**config.mk**
```make
export PLATFORM = sky130hd
export DESIGN_NAME = phase_error_detector
export DESIGN_NICKNAME = d
export VERILOG_FILES = /design/src/rtl/phase_error_detector.sv
export SDC_FILE = /design/constraint.sdc
export NUM_CORES = 1
export LEC_CHECK = 0
export ABC_AREA = 1
export BUFFER_PORTS_ARGS = -buffer_cell sky130_fd_sc_hd__buf_2
export CORE_MARGIN = 1.5
export CORE_UTILIZATION = 63
export CTS_BUF_LIST = sky130_fd_sc_hd__clkbuf_4 sky130_fd_sc_hd__clkbuf_8
export CTS_CLUSTER_SIZE = 30
export DETAILED_ROUTE_END_ITERATION = 12
export PLACE_DENSITY = 0.89
export SLEW_MARGIN = 0
export SYNTH_ARGS = -nofsm -noshare
export SYNTH_HDL_FRONTEND = slang
export SYNTH_SLANG_ARGS = --single-unit
```
**constraint.sdc**
```tcl
create_clock -name clk -period 3.5 [get_ports clk]
set_clock_uncertainty 0.2 [all_clocks]
set_input_delay 0.175 -clock clk [delete_from_list [all_inputs] [get_ports clk]]
set_output_delay 0.175 -clock clk [all_outputs]
set_load 0.05 [all_outputs]
```
**src/rtl/phase_error_detector.sv**
```systemverilog
// Counter-based phase detector: counts clk cycles between synchronised ref/fb
// rising edges and reports a saturated signed error plus a lock indicator.
module phase_error_detector #(
  parameter int ERR_WIDTH  = 8,
  parameter int CNT_WIDTH  = 12,
  parameter int TIMEOUT    = 4095,
  parameter int LOCK_TOL   = 2,
  parameter int LOCK_COUNT = 16
) (
  input  logic                        clk,
  input  logic                        rstn,
  input  logic                        ref_in,
  input  logic                        fb_in,
  output logic signed [ERR_WIDTH-1:0] err_out,
  output logic                        err_valid,
  output logic                        lock
);

  localparam int LCNT_WIDTH = $clog2(LOCK_COUNT + 1);
  localparam logic [CNT_WIDTH-1:0]        MAXE_CNT    = CNT_WIDTH'((1 << (ERR_WIDTH - 1)) - 1);
  localparam logic signed [ERR_WIDTH-1:0] MAXE        = ERR_WIDTH'((1 << (ERR_WIDTH - 1)) - 1);
  localparam logic signed [ERR_WIDTH-1:0] TOL         = ERR_WIDTH'(LOCK_TOL);
  localparam logic [CNT_WIDTH-1:0]        TIMEOUT_CNT = CNT_WIDTH'(TIMEOUT);
  localparam logic [CNT_WIDTH-1:0]        CNT_ONE     = CNT_WIDTH'(1);
  localparam logic [LCNT_WIDTH-1:0]       LCNT_MAX    = LCNT_WIDTH'(LOCK_COUNT);
  localparam logic [LCNT_WIDTH-1:0]       LCNT_ONE    = LCNT_WIDTH'(1);

  typedef enum logic [1:0] {
    IDLE     = 2'd0,
    REF_LEAD = 2'd1,
    FB_LEAD  = 2'd2
  } state_t;

  logic [2:0]                  ref_sync_r;
  logic [2:0]                  fb_sync_r;
  logic [1:0]                  vld_r;
  logic                        ref_arm_r;
  logic                        fb_arm_r;
  logic                        ref_rise_s;
  logic                        fb_rise_s;
  state_t                      state_r;
  state_t                      state_s;
  logic [CNT_WIDTH-1:0]        cnt_r;
  logic [CNT_WIDTH-1:0]        cnt_s;
  logic                        emit_s;
  logic signed [ERR_WIDTH-1:0] val_s;
  logic [LCNT_WIDTH-1:0]       lcnt_r;
  logic [LCNT_WIDTH-1:0]       lcnt_s;

  function automatic logic signed [ERR_WIDTH-1:0] clamp_cnt(input logic [CNT_WIDTH-1:0] c);
    logic signed [ERR_WIDTH-1:0] r;
    if (c > MAXE_CNT) r = MAXE;
    else              r = $signed(c[ERR_WIDTH-1:0]);
    return r;
  endfunction

  function automatic logic in_tol(input logic signed [ERR_WIDTH-1:0] v);
    logic signed [ERR_WIDTH-1:0] mag;
    if (v[ERR_WIDTH-1]) mag = -v;
    else                mag = v;
    return (mag <= TOL);
  endfunction

  // Synchronisers plus history flop; an input must be seen low after reset
  // (arm flag) before its rising edge counts, so a level held across reset is ignored.
  always_ff @(posedge clk) begin
    if (!rstn) begin
      ref_sync_r <= 3'b000;
      fb_sync_r  <= 3'b000;
      vld_r      <= 2'b00;
      ref_arm_r  <= 1'b0;
      fb_arm_r   <= 1'b0;
    end else begin
      ref_sync_r <= {ref_sync_r[1:0], ref_in};
      fb_sync_r  <= {fb_sync_r[1:0], fb_in};
      vld_r      <= {vld_r[0], 1'b1};
      ref_arm_r  <= ref_arm_r | (vld_r[1] & ~ref_sync_r[1]);
      fb_arm_r   <= fb_arm_r | (vld_r[1] & ~fb_sync_r[1]);
    end
  end

  assign ref_rise_s = ref_sync_r[1] & ~ref_sync_r[2] & ref_arm_r;
  assign fb_rise_s  = fb_sync_r[1] & ~fb_sync_r[2] & fb_arm_r;

  // Window FSM next-state, counter and emit decode
  always_comb begin
    state_s = state_r;
    cnt_s   = cnt_r;
    emit_s  = 1'b0;
    val_s   = {ERR_WIDTH{1'b0}};
    case (state_r)
      IDLE: begin
        if (ref_rise_s && fb_rise_s) begin
          emit_s = 1'b1;
          val_s  = {ERR_WIDTH{1'b0}};
        end else if (ref_rise_s) begin
          state_s = REF_LEAD;
          cnt_s   = CNT_ONE;
        end else if (fb_rise_s) begin
          state_s = FB_LEAD;
          cnt_s   = CNT_ONE;
        end else begin
          state_s = IDLE;
        end
      end
      REF_LEAD: begin
        if (fb_rise_s && !ref_rise_s) begin
          emit_s  = 1'b1;
          val_s   = clamp_cnt(cnt_r);
          state_s = IDLE;
        end else if (fb_rise_s && ref_rise_s) begin
          emit_s = 1'b1;
          val_s  = clamp_cnt(cnt_r);
          cnt_s  = CNT_ONE;
        end else if (ref_rise_s) begin
          emit_s = 1'b1;
          val_s  = MAXE;
          cnt_s  = CNT_ONE;
        end else if (cnt_r == TIMEOUT_CNT) begin
          emit_s  = 1'b1;
          val_s   = MAXE;
          state_s = IDLE;
        end else begin
          cnt_s = cnt_r + CNT_ONE;
        end
      end
      FB_LEAD: begin
        if (ref_rise_s && !fb_rise_s) begin
          emit_s  = 1'b1;
          val_s   = -clamp_cnt(cnt_r);
          state_s = IDLE;
        end else if (ref_rise_s && fb_rise_s) begin
          emit_s = 1'b1;
          val_s  = -clamp_cnt(cnt_r);
          cnt_s  = CNT_ONE;
        end else if (fb_rise_s) begin
          emit_s = 1'b1;
          val_s  = -MAXE;
          cnt_s  = CNT_ONE;
        end else if (cnt_r == TIMEOUT_CNT) begin
          emit_s  = 1'b1;
          val_s   = -MAXE;
          state_s = IDLE;
        end else begin
          cnt_s = cnt_r + CNT_ONE;
        end
      end
      default: begin
        state_s = IDLE;
        cnt_s   = {CNT_WIDTH{1'b0}};
      end
    endcase
  end

  // Consecutive in-tolerance window counter, saturating at LOCK_COUNT
  always_comb begin
    lcnt_s = lcnt_r;
    if (emit_s) begin
      if (!in_tol(val_s))         lcnt_s = {LCNT_WIDTH{1'b0}};
      else if (lcnt_r == LCNT_MAX) lcnt_s = LCNT_MAX;
      else                         lcnt_s = lcnt_r + LCNT_ONE;
    end else begin
      lcnt_s = lcnt_r;
    end
  end

  // State, counters and registered outputs
  always_ff @(posedge clk) begin
    if (!rstn) begin
      state_r   <= IDLE;
      cnt_r     <= {CNT_WIDTH{1'b0}};
      lcnt_r    <= {LCNT_WIDTH{1'b0}};
      err_out   <= {ERR_WIDTH{1'b0}};
      err_valid <= 1'b0;
      lock      <= 1'b0;
    end else begin
      state_r   <= state_s;
      cnt_r     <= cnt_s;
      lcnt_r    <= lcnt_s;
      err_valid <= emit_s;
      if (emit_s) err_out <= val_s;
      else        err_out <= err_out;
      lock      <= (lcnt_r == LCNT_MAX);
    end
  end

endmodule

```
==> results of run 1 <==
[metal layers]
layer	global-route usage, %	share of wire (%)	vias to the layer above	routed length (um)
met5	0	0	-	0
met4	12.8	2.1	0	108
met2	42.9	47	95	2440
met3	6.68	6.9	13	359
met1	35.3	44	1031	2320
li1	-	-	1202	-
[per-stage QoR]
stage / cell area (sq um) / hold WS, ns
6_report: 2670 / 0.216
5_1_grt: 2670 / 0.228
4_1_cts: 2670 / 0.219
3_5_place_dp: 2550 / 0.169
3_3_place_gp: 2550 / 0.157
2_1_floorplan: 2450 / 0.00272
[kinds of logic (layout without fill, tap and decap cells)]
family / count (synthesis) / count (layout)
buffers and inverters: 65 / 83
AND/OR/NAND/NOR: 179 / 179
adder cells (fa/ha/maj): 10 / 10
XOR/XNOR: 4 / 4
AO/OA/AOI/OAI: 64 / 64
flip-flops: 39 / 39
[where the power goes]
group | switching (W) | internal [W] | leakage (nW) | total, W
clock | 0.000170 | 0.000139 | 0.0402 | 0.000309
sequential | 0.00000403 | 0.000450 | 0.316 | 0.000454
combinational | 0.0000262 | 0.0000141 | 0.837 | 0.0000404
[worst max-delay path by stage]
| stage | depth (start not counted) | endpoint | slack [ns] | start |
|---|---|---|---|---|
| after floorplan | 18 | lcnt_r[0]$_SDFFE_PN0P_ | 1.03 | cnt_r[0]$_SDFFE_PN0P_ |
| after global placement | 18 | lcnt_r[1]$_SDFFE_PN0P_ | 0.87 | cnt_r[0]$_SDFFE_PN0P_ |
| after detailed placement | 18 | lcnt_r[0]$_SDFFE_PN0P_ | 0.77 | cnt_r[0]$_SDFFE_PN0P_ |
| after CTS | 18 | lcnt_r[0]$_SDFFE_PN0P_ | 0.72 | cnt_r[0]$_SDFFE_PN0P_ |
| after global routing | 18 | lcnt_r[1]$_SDFFE_PN0P_ | 0.48 | cnt_r[0]$_SDFFE_PN0P_ |
| final | 18 | lcnt_r[1]$_SDFFE_PN0P_ | 0.71 | cnt_r[0]$_SDFFE_PN0P_ |
[final cells by class]
cell class	count	area [sq um]	share of cell area [%]
Clock buffer	5	68.8	2.58
Clock inverter	3	20.0	0.751
Inverter	57	215	8.07
Multi-Input combinational cell	257	1410	52.9
Sequential cell	39	781	29.3
Tap cell	48	60.1	2.25
Timing Repair Buffer	18	110	4.13
[sequential cells by signal (all words and copies together), names as in the netlist]
name / cells
cnt_r: 12
err_out: 8
err_valid: 1
fb_arm_r: 1
fb_sync_r: 3
lcnt_r: 5
lock: 1
ref_arm_r: 1
ref_sync_r: 3
state_r: 2
vld_r: 2
[worst max-delay path: stages, from the launching register on]
cell and delay, ns:
dfxtp_1 0.43, ha_1 0.24, inv_1 0.06, nor2_2 0.17
nand3_4 0.16, nand2_4 0.13, nand3_2 0.10, nor2_2 0.12
nor2_2 0.07, ha_1 0.29, inv_1 0.05, nor2_1 0.03
nor2_1 0.11, nand2_1 0.07, nor2_2 0.08, nand3_2 0.07
nand2_2 0.10, nand4_1 0.09, a21oi_1 0.13
[synthesized netlist by cell type, types with 2 or more instances]
cell,n
inv_2,4
nor2_4,7
inv_1,51
nor3b_1,2
nand2_4,3
a31oi_1,2
o211ai_1,4
nor2_2,6
nand2_2,8
xor2_1,3
nor3_1,3
nor2_1,39
nand4_1,9
o22ai_1,2
nand2_1,70
dfxtp_1,39
o21ai_0,19
clkbuf_1,3
a21oi_1,29
buf_2,3
nand3_2,3
nand3_1,25
ha_1,10
==> summary.txt, run 1 <==
Status
  – Status: completed

Cells and area
  – Share of cells above drive strength 1: 15.6%
  – Util after Layout: 72.3%
  – P&R area growth vs syn: 9.00%
  – Net count reported at finish: 392
  – Inserted Diodes: 0
  – Most frequent cells in the layout: 70 x nand2_1, 51 x inv_1, 39 x nor2_1, 39 x dfxtp_1, 29 x a21oi_1
  – # fillers: 302
  – Commonest non-fill, non-tap cell in the layout: nand2_1
  – Finished Layout Cells: 427

Route
  – Vias per Instance: 5.48
  – Drt pass-1 iters: 5
  – Routed via count: 2341
  – Initial DRC Count: 177
  – Post-Route WL: 5230 um
  – WL per Instance: 12.2 um
  – Drc violations: 0
  – Post-route ant nets: 0

Synth
  – Synth area leaders: dfxtp_1 32%, nand2_1 11%, inv_1 7.8%, nor2_1 6.0%, a21oi_1 5.9%
  – Post-Syn Nets: 375
  – Cells after synthesis: 361
  – Main combinational cell family by area after synthesis: simple AND/OR/NAND/NOR gates
  – Yosys reg bits: 39
  – Compound-Gate Fraction of Synth Area: 14.6%
  – Syn Area/Cell: 6.78 sq um
  – Cell variety after synth: 40
  – Area fraction in and, or, nand and nor cells after synthesis: 36.5%
  – Post-synth EDFFs: 0
  – Post-synth ARST share: 0%
  – Syn Std Cell Area: 0.00245 sq mm
  – Mux share of post-synthesis cell area: 0%
  – Sequential fraction of the synthesis area: 31.9%
  – Share of the synthesized area in the top cell type: 31.9%
  – Dominant synthesized flop cell: dfxtp_1
  – Synth Area in XOR/XNOR: 1.43%
  – Synth Area in Adders: 5.12%
  – Yosys warning count: 0
  – Synth area leader: dfxtp_1

Clocking
  – Post-CTS Setup Repair Bufs: 0
  – Cts bufs inserted: 5
  – # resized after CTS: 0
  – CTS root buf: clkbuf_8
  – Hold Buf Count CTS: 3
  – Clk buf depth: 2
  – Worst skew pair latency: 0.30 ns
  – TritonCTS clock tree: yes
  – TritonCTS Sinks: 39
  – Reg clk slew, reported paths: 0.08 ns
  – Htree depth: 2

Global routing
  – Largest net degree at the start of global routing: 23
  – Total grt overflow: 0
  – Initial antenna violation count: 0
  – First-pass GRT wire length: 8910 um
  – Vias in the first global route: 2017
  – All-Layer GR Usage: 27.3%

Timing
  – Worst setup margin: 0.706 ns
  – RSZ-0062 raised after global routing: false
  – Sum Neg Setup Slack: 0 ns
  – Transition time at the pin with the least slew margin: 0.693 ns
  – Fin. max-slew vios: 0
  – Fmax: 0.358 GHz
  – Final setup viols: 0
  – Post-route clock period utilization: 79.8%
  – Slew headroom: 53.7%
  – Final min period: 2.79 ns
  – Hold Violations, Final: 0

Setup path
  – Reg2reg path depth: 18
  – Worst Setup Path Type: reg2reg
  – Startpoint Class: flop
  – Maximum fanout along the worst path: 10
  – Worst r2r src: cnt_r[0]$_SDFFE_PN0P_
  – Critical path arrival: 2.82 ns
  – R2r setup slk: 0.71 ns
  – CP Capture Type: flop
  – FF-to-FF End: lcnt_r[1]$_SDFFE_PN0P_
  – Worst EP required: 3.53 ns

Floorplan
  – IO Count: 14
  – Initial Util: 66.3%
  – Die width: 65.3 um
  – Die Y: 65.3 um
  – Core ar.: 0.00369 sq mm
  – Die ar.: 0.00427 sq mm
  – Row count: 22

Placed design
  – Placed insts: 416
  – Dpl ws: 0.768 ns
  – Detailed Place HPWL: 3830 um
  – RePlAce Congestion: 0.920
  – Buffers on Ports: 13

Power and ir drop
  – Pwr Total: 0.000803 W
  – Pwr Density: 301 mW/mm^2
  – Leak pwr: 1.19 nW
  – Maximum VDD drop: 0.288 mV

Worst hold path
  – Hold Path Depth: 2
  – Worst Hold Class: reg2reg
  – Worst Hold Path EP: ref_sync_r[1]$_SDFF_PN0_
  – Hold Crit Start: ref_sync_r[0]$_SDFF_PN0_

Job
  – Max-cap violation count: 0
(Power assumes the default switching activity.)
==> inputs of run 2 (changes only) <==
==> constraint.sdc (replaced) <==
create_clock -name clk -period 2.8 [get_ports clk]
set_clock_uncertainty 0.2 [all_clocks]
set_input_delay 0.14 -clock clk [delete_from_list [all_inputs] [get_ports clk]]
set_output_delay 0.14 -clock clk [all_outputs]
set_load 0.05 [all_outputs]
==> run 2 against run 1 <==
Worst setup slack got worse by 0.54 ns. Global-route usage increased by 1.0 points. Largest cell class unchanged. Die area is the same. Non-clock buffer count is 18 higher. Utilization rose by 7.6 points. Clock power is 24% higher. Register-to-register slack got worse by 0.54 ns. Critical endpoint is now lcnt_r[2]$_SDFFE_PN0P_. Highest routed layer unchanged. Count of clock-buffer cells in the layout unchanged. Wire length up 25%. Total power up 25%. Via count is 7.9% higher. Final cell count up 4.2%.
==> summary.txt, run 2 (synthesized netlist as in run 1, its figures left out) <==
Status
  – Status: completed

Route
  – Drt pass-1 iters: 5
  – WL per Instance: 14.6 um
  – Vias per Instance: 5.68
  – Initial DRC Count: 284
  – Drc violations: 0
  – Routed via count: 2526
  – Post-route ant nets: 0
  – Post-Route WL: 6520 um

Timing
  – Transition time at the pin with the least slew margin: 0.703 ns
  – Final min period: 2.63 ns
  – Fmax: 0.380 GHz
  – Final setup viols: 0
  – Slew headroom: 53.1%
  – Sum Neg Setup Slack: 0 ns
  – Fin. max-slew vios: 0
  – Hold Violations, Final: 0
  – Worst setup margin: 0.167 ns
  – Post-route clock period utilization: 94.0%

Power and ir drop
  – Sequential share of power: 55.9%
  – Combinational power share: 6.1%
  – Pwr Density: 342 mW/mm^2
  – Clock power frac: 38.0%
  – Pwr Total: 0.00101 W
  – P_int: 0.000755 W
  – Sw Share: 25.1%
  – Maximum VDD drop: 0.360 mV
  – Leak pwr: 1.30 nW
  – Switching Power: 0.000253 W

Global routing
  – All-Layer GR Usage: 28.3%
  – Total grt overflow: 0
  – Largest net degree at the start of global routing: 23
  – Initial antenna violation count: 0
  – Vias in the first global route: 2149
  – First-pass GRT wire length: 9280 um

Floorplan
  – Die width: 65.3 um
  – Core ar.: 0.00369 sq mm
  – IO Count: 14
  – Row count: 22
  – Die Y: 65.3 um
  – Die ar.: 0.00427 sq mm
  – Initial Util: 66.3%

Setup path
  – Worst EP required: 2.83 ns
  – Worst Setup Path Type: reg2reg
  – Startpoint Class: flop
  – Maximum fanout along the worst path: 6
  – Top Family by Delay on Critical Path: simple AND/OR/NAND/NOR gates
  – Crit-path cells: ha_4 > inv_1 > nor2_4 > nand3_4 > nand2_4 > nand3_2 > nor2_4 > nor2_4 > ha_4 > inv_2 > nor2_1 > nor2_1 > nand2_1 > nor2_2 > nand3_2 > nand2_4 > nand4_1 > a21oi_1
  – Most frequent cell on the critical path: nor2_4
  – Buf+Inv Stages, Crit Path: 2
  – Critical path arrival: 2.66 ns
  – Max incr delay on CP: 0.38 ns
  – Slowest cell on crit path: dfxtp_4
  – CP Capture Type: flop

Clocking
  – Clk buf depth: 2
  – Htree depth: 2
  – Reg clk slew, reported paths: 0.08 ns
  – Cts bufs inserted: 5
  – Worst skew pair latency: 0.30 ns
  – TritonCTS clock tree: yes
  – CTS root buf: clkbuf_8
  – TritonCTS Sinks: 39

Placed design
  – Buffers on Ports: 13
  – Dpl ws: 0.0646 ns
  – Detailed Place HPWL: 3910 um
  – RePlAce Congestion: 0.890

Cells and area
  – Commonest non-fill, non-tap cell in the layout: nand2_1
  – Largest register by flop count: cnt_r
  – Inserted Diodes: 0
  – Most frequent cells in the layout: 67 x nand2_1, 48 x inv_1, 33 x nor2_1
  – Biggest regs: cnt_r: 12 flops, err_out: 8 flops, lcnt_r: 5 flops
  – P&R area growth vs syn: 20.5%
  – Share of cells above drive strength 1: 25.4%
  – Net count reported at finish: 410
  – Max reg flops: 12

Worst hold path
  – Worst Hold Class: reg2reg

Job
  – Max-cap violation count: 0
run 2: through the flow:
step	instance area, sq um	hold WS [ns]	util (%)	std cells
CTS	2700	0.217	73.1	431
global placement	2580	0.122	69.9	420
finish	2950	0.227	79.9	445
detailed placement	2580	0.128	69.9	420
global route	2950	0.244	79.9	445
floorplan	2450	-0.0323	-	361
run 2: worst paths after layout:
path,start,end,slack [ns],cells past startpoint
setup / recovery,cnt_r[0]$_SDFFE_PN0P_,lcnt_r[2]$_SDFFE_PN0P_,0.17,18
hold / removal,ref_sync_r[0]$_SDFF_PN0_,ref_sync_r[1]$_SDFF_PN0_,0.23,2
setup reg to reg,cnt_r[0]$_SDFFE_PN0P_,lcnt_r[2]$_SDFFE_PN0P_,0.17,18
hold reg to reg,ref_sync_r[0]$_SDFF_PN0_,ref_sync_r[1]$_SDFF_PN0_,0.23,2
run 2: layer usage:
layer | GRT usage, % | share of wire, % | routed length, um | vias up
met5 | 0 | 0 | 0 | -
met4 | 12.0 | 2.4 | 155 | 0
met3 | 5.99 | 7.4 | 483 | 17
met2 | 46.8 | 49 | 3230 | 130
met1 | 35.7 | 41 | 2650 | 1141
li1 | - | - | - | 1238
run 2: power groups by stage:
| stage | clock (W) | combinational, W | sequential, W |
|---|---|---|---|
| 5_1_grt | 0.000410 | 0.0000666 | 0.000564 |
| 3_5_place_dp | 0 | 0.0000472 | 0.000581 |
| 4_1_cts | 0.000383 | 0.0000508 | 0.000568 |
| 6_report | 0.000383 | 0.0000610 | 0.000564 |
| 3_3_place_gp | 0 | 0.0000454 | 0.000580 |
| 2_1_floorplan | 0 | 0.0000341 | 0.000581 |
run 2: timing repair:
item | in CTS | in global routing
setup buffers | 0 | 14
setup endpoints to repair | 0 | 5
resized for setup | 0 | 41
endpoints found under the hold margin | 3 | 0
hold buffers | 3 | 0
run 2: area by class of cell:
type	count	area (sq um)
clock inverter	3	20.0
clock buffer	5	68.8
timing repair buffer	36	245
multi-input combinational	257	1530
inverter	57	218
tap	48	60.1
fill	221	741
sequential	39	802
run 2: worst register-to-register path, stage by stage (launching register included):
cell	delay, ns
dfxtp_4	0.38
ha_4	0.16
inv_1	0.07
nor2_4	0.13
nand3_4	0.11
nand2_4	0.11
nand3_2	0.13
nor2_4	0.16
nor2_4	0.07
ha_4	0.21
inv_2	0.04
nor2_1	0.03
nor2_1	0.11
nand2_1	0.09
nor2_2	0.13
nand3_2	0.09
nand2_4	0.10
nand4_1	0.09
a21oi_1	0.15
==> inputs of run 3 (changes only) <==
--- a/config.mk
+++ b/config.mk
@@ -8,11 +8,10 @@
 export ABC_AREA = 1
 export BUFFER_PORTS_ARGS = -buffer_cell sky130_fd_sc_hd__buf_2
 export CORE_MARGIN = 1.5
-export CORE_UTILIZATION = 63
-export CTS_BUF_LIST = sky130_fd_sc_hd__clkbuf_4 sky130_fd_sc_hd__clkbuf_8
+export CORE_UTILIZATION = 61
 export CTS_CLUSTER_SIZE = 30
 export DETAILED_ROUTE_END_ITERATION = 12
-export PLACE_DENSITY = 0.89
+export PLACE_DENSITY = 0.87
 export SLEW_MARGIN = 0
 export SYNTH_ARGS = -nofsm -noshare
 export SYNTH_HDL_FRONTEND = slang
==> run 3 against run 2 <==
Clock power is 5% higher. Global-route usage shrank 0.12 points. Die area up 3.1%.
==> summary.txt, run 3 (synthesized netlist as in run 1, its figures left out) <==
Status
  – Status: completed

Route
  – Post-Route WL: 6000 um
  – Drc violations: 0
  – WL per Instance: 13.5 um
  – Vias per Instance: 5.65
  – Drt pass-1 iters: 5
  – Routed via count: 2502
  – Post-route ant nets: 0
  – Initial DRC Count: 200

Cells and area
  – Inserted Diodes: 0
  – Biggest regs: cnt_r: 12 flops, err_out: 8 flops, lcnt_r: 5 flops
  – Most frequent cells in the layout: 70 x nand2_1, 50 x inv_1, 37 x nor2_1
  – Post-Layout Inst Area: 0.00285 sq mm
  – Share of cells above drive strength 1: 21.5%
  – Commonest non-fill, non-tap cell in the layout: nand2_1
  – Largest register by flop count: cnt_r
  – P&R area growth vs syn: 16.6%
  – Net count reported at finish: 408
  – Max reg flops: 12
  – Finished Layout Cells: 443

Power and ir drop
  – Maximum VDD drop: 0.308 mV
  – Sw Share: 25.8%
  – Combinational power share: 5.5%
  – Leak pwr: 1.27 nW
  – Switching Power: 0.000264 W
  – Sequential share of power: 55.2%
  – P_int: 0.000759 W
  – Pwr Density: 359 mW/mm^2
  – Clock power frac: 39.3%

Timing
  – Hold slack: 0.220 ns
  – RSZ-0062 raised after global routing: false
  – Final setup viols: 0
  – Fmax: 0.382 GHz
  – Sum Neg Setup Slack: 0 ns
  – Hold Violations, Final: 0
  – Transition time at the pin with the least slew margin: 0.708 ns
  – Fin. max-slew vios: 0
  – Post-route clock period utilization: 93.5%
  – Final min period: 2.62 ns
  – Slew headroom: 52.7%

Setup path
  – Slowest cell on crit path: dfxtp_4
  – Maximum fanout along the worst path: 6
  – Worst Setup Path Type: reg2reg
  – Buf+Inv Stages, Crit Path: 2
  – Max incr delay on CP: 0.37 ns
  – CP Capture Type: flop
  – Crit-path cells: nor2_1 > nand2_1 > nor2_4 > nand2_4 > inv_1 > ha_1 > nand2_1 > nand2_1 > nand2_2 > ha_1 > inv_1 > nor2_1 > nor2_1 > nand2_1 > nor2_2 > nand3_2 > nand2_2 > nand3_1 > a21oi_2
  – Critical path arrival: 2.66 ns
  – Top Family by Delay on Critical Path: simple AND/OR/NAND/NOR gates
  – Most frequent cell on the critical path: nand2_1
  – Startpoint Class: flop
  – Worst EP required: 2.84 ns

Floorplan
  – IO Count: 14
  – Row count: 22
  – Core ar.: 0.00374 sq mm
  – Die ar.: 0.00440 sq mm
  – Initial Util: 65.3%
  – Die width: 66.3 um
  – Die Y: 66.3 um

Clocking
  – Reg clk slew, reported paths: 0.08 ns
  – Clk buf depth: 2
  – Cts bufs inserted: 5
  – Htree depth: 2
  – Worst skew pair latency: 0.30 ns
  – TritonCTS clock tree: yes
  – TritonCTS Sinks: 39
  – CTS root buf: clkbuf_8

Global routing
  – Initial antenna violation count: 0
  – Largest net degree at the start of global routing: 23
  – Vias in the first global route: 2221
  – First-pass GRT wire length: 9430 um
  – Total grt overflow: 0
  – All-Layer GR Usage: 28.2%

Worst hold path
  – Worst Hold Class: reg2reg

Placed design
  – Area after DPL: 0.00258 sq mm
  – Detailed Place HPWL: 3990 um
  – Buffers on Ports: 13
  – RePlAce Congestion: 0.915
  – Placed insts: 420

Job
  – Max-cap violation count: 0
[run 3: worst paths after layout]
| path | startpoint | endpoint | slack, ns | depth (start not counted) |
|---|---|---|---|---|
| setup / recovery | cnt_r[9]$_SDFFE_PN0P_ | lcnt_r[4]$_SDFFE_PN0P_ | 0.18 | 19 |
| hold / removal | fb_sync_r[0]$_SDFF_PN0_ | fb_sync_r[1]$_SDFF_PN0_ | 0.22 | 2 |
| setup reg to reg | cnt_r[9]$_SDFFE_PN0P_ | lcnt_r[4]$_SDFFE_PN0P_ | 0.18 | 19 |
| hold reg to reg | fb_sync_r[0]$_SDFF_PN0_ | fb_sync_r[1]$_SDFF_PN0_ | 0.22 | 2 |
[run 3: layer usage]
layer,global-route usage [%],vias to the layer above,share of wire (%)
met2,45.9,105,48
met1,34.9,1150,42
met5,0,-,0
li1,-,1230,-
met4,12.5,0,2.1
met3,7.16,17,7.2
[run 3: worst min-delay path: stages (launching register included)]
cell	delay [ns]
dfxtp_1	0.31
nand2_1	0.05
inv_1	0.04
[run 3: power by group through the flow]
stage	sequential (W)	combinational, W	clock, W
final	0.000565	0.0000566	0.000402
after global routing	0.000566	0.0000626	0.000436
after CTS	0.000568	0.0000528	0.000405
after detailed placement	0.000581	0.0000470	0
after global placement	0.000580	0.0000454	0
after floorplan	0.000581	0.0000341	0
[run 3: area by class of cell]
type | count | area, sq um
repair buffers | 34 | 235
clock buffers | 5 | 68.8
multi-input cells | 257 | 1450
inverters | 57 | 215
flip-flops and latches | 39 | 798
clock inverters | 3 | 25.0
well taps | 48 | 60.1
fillers | 282 | 891
[run 3: stage by stage]
stage          power (W)  setup slack (ns)  utilization [%]
6_report         0.00102             0.182             76.2
5_1_grt          0.00106           0.00119             76.2
4_1_cts          0.00103          0.000509             72.8
3_5_place_dp    0.000628            0.0356             68.9
3_3_place_gp    0.000626             0.194             68.9
2_1_floorplan   0.000615             0.333                -
[run 3: what timing repair did]
action | CTS | global route
endpoints found under the hold margin | 6 | 0
setup buffers | 0 | 10
gates cloned | 0 | 0
setup endpoints to repair | 5 | 5
hold buffers | 5 | 0
pin swaps | 0 | 4
gates resized for setup | 2 | 17
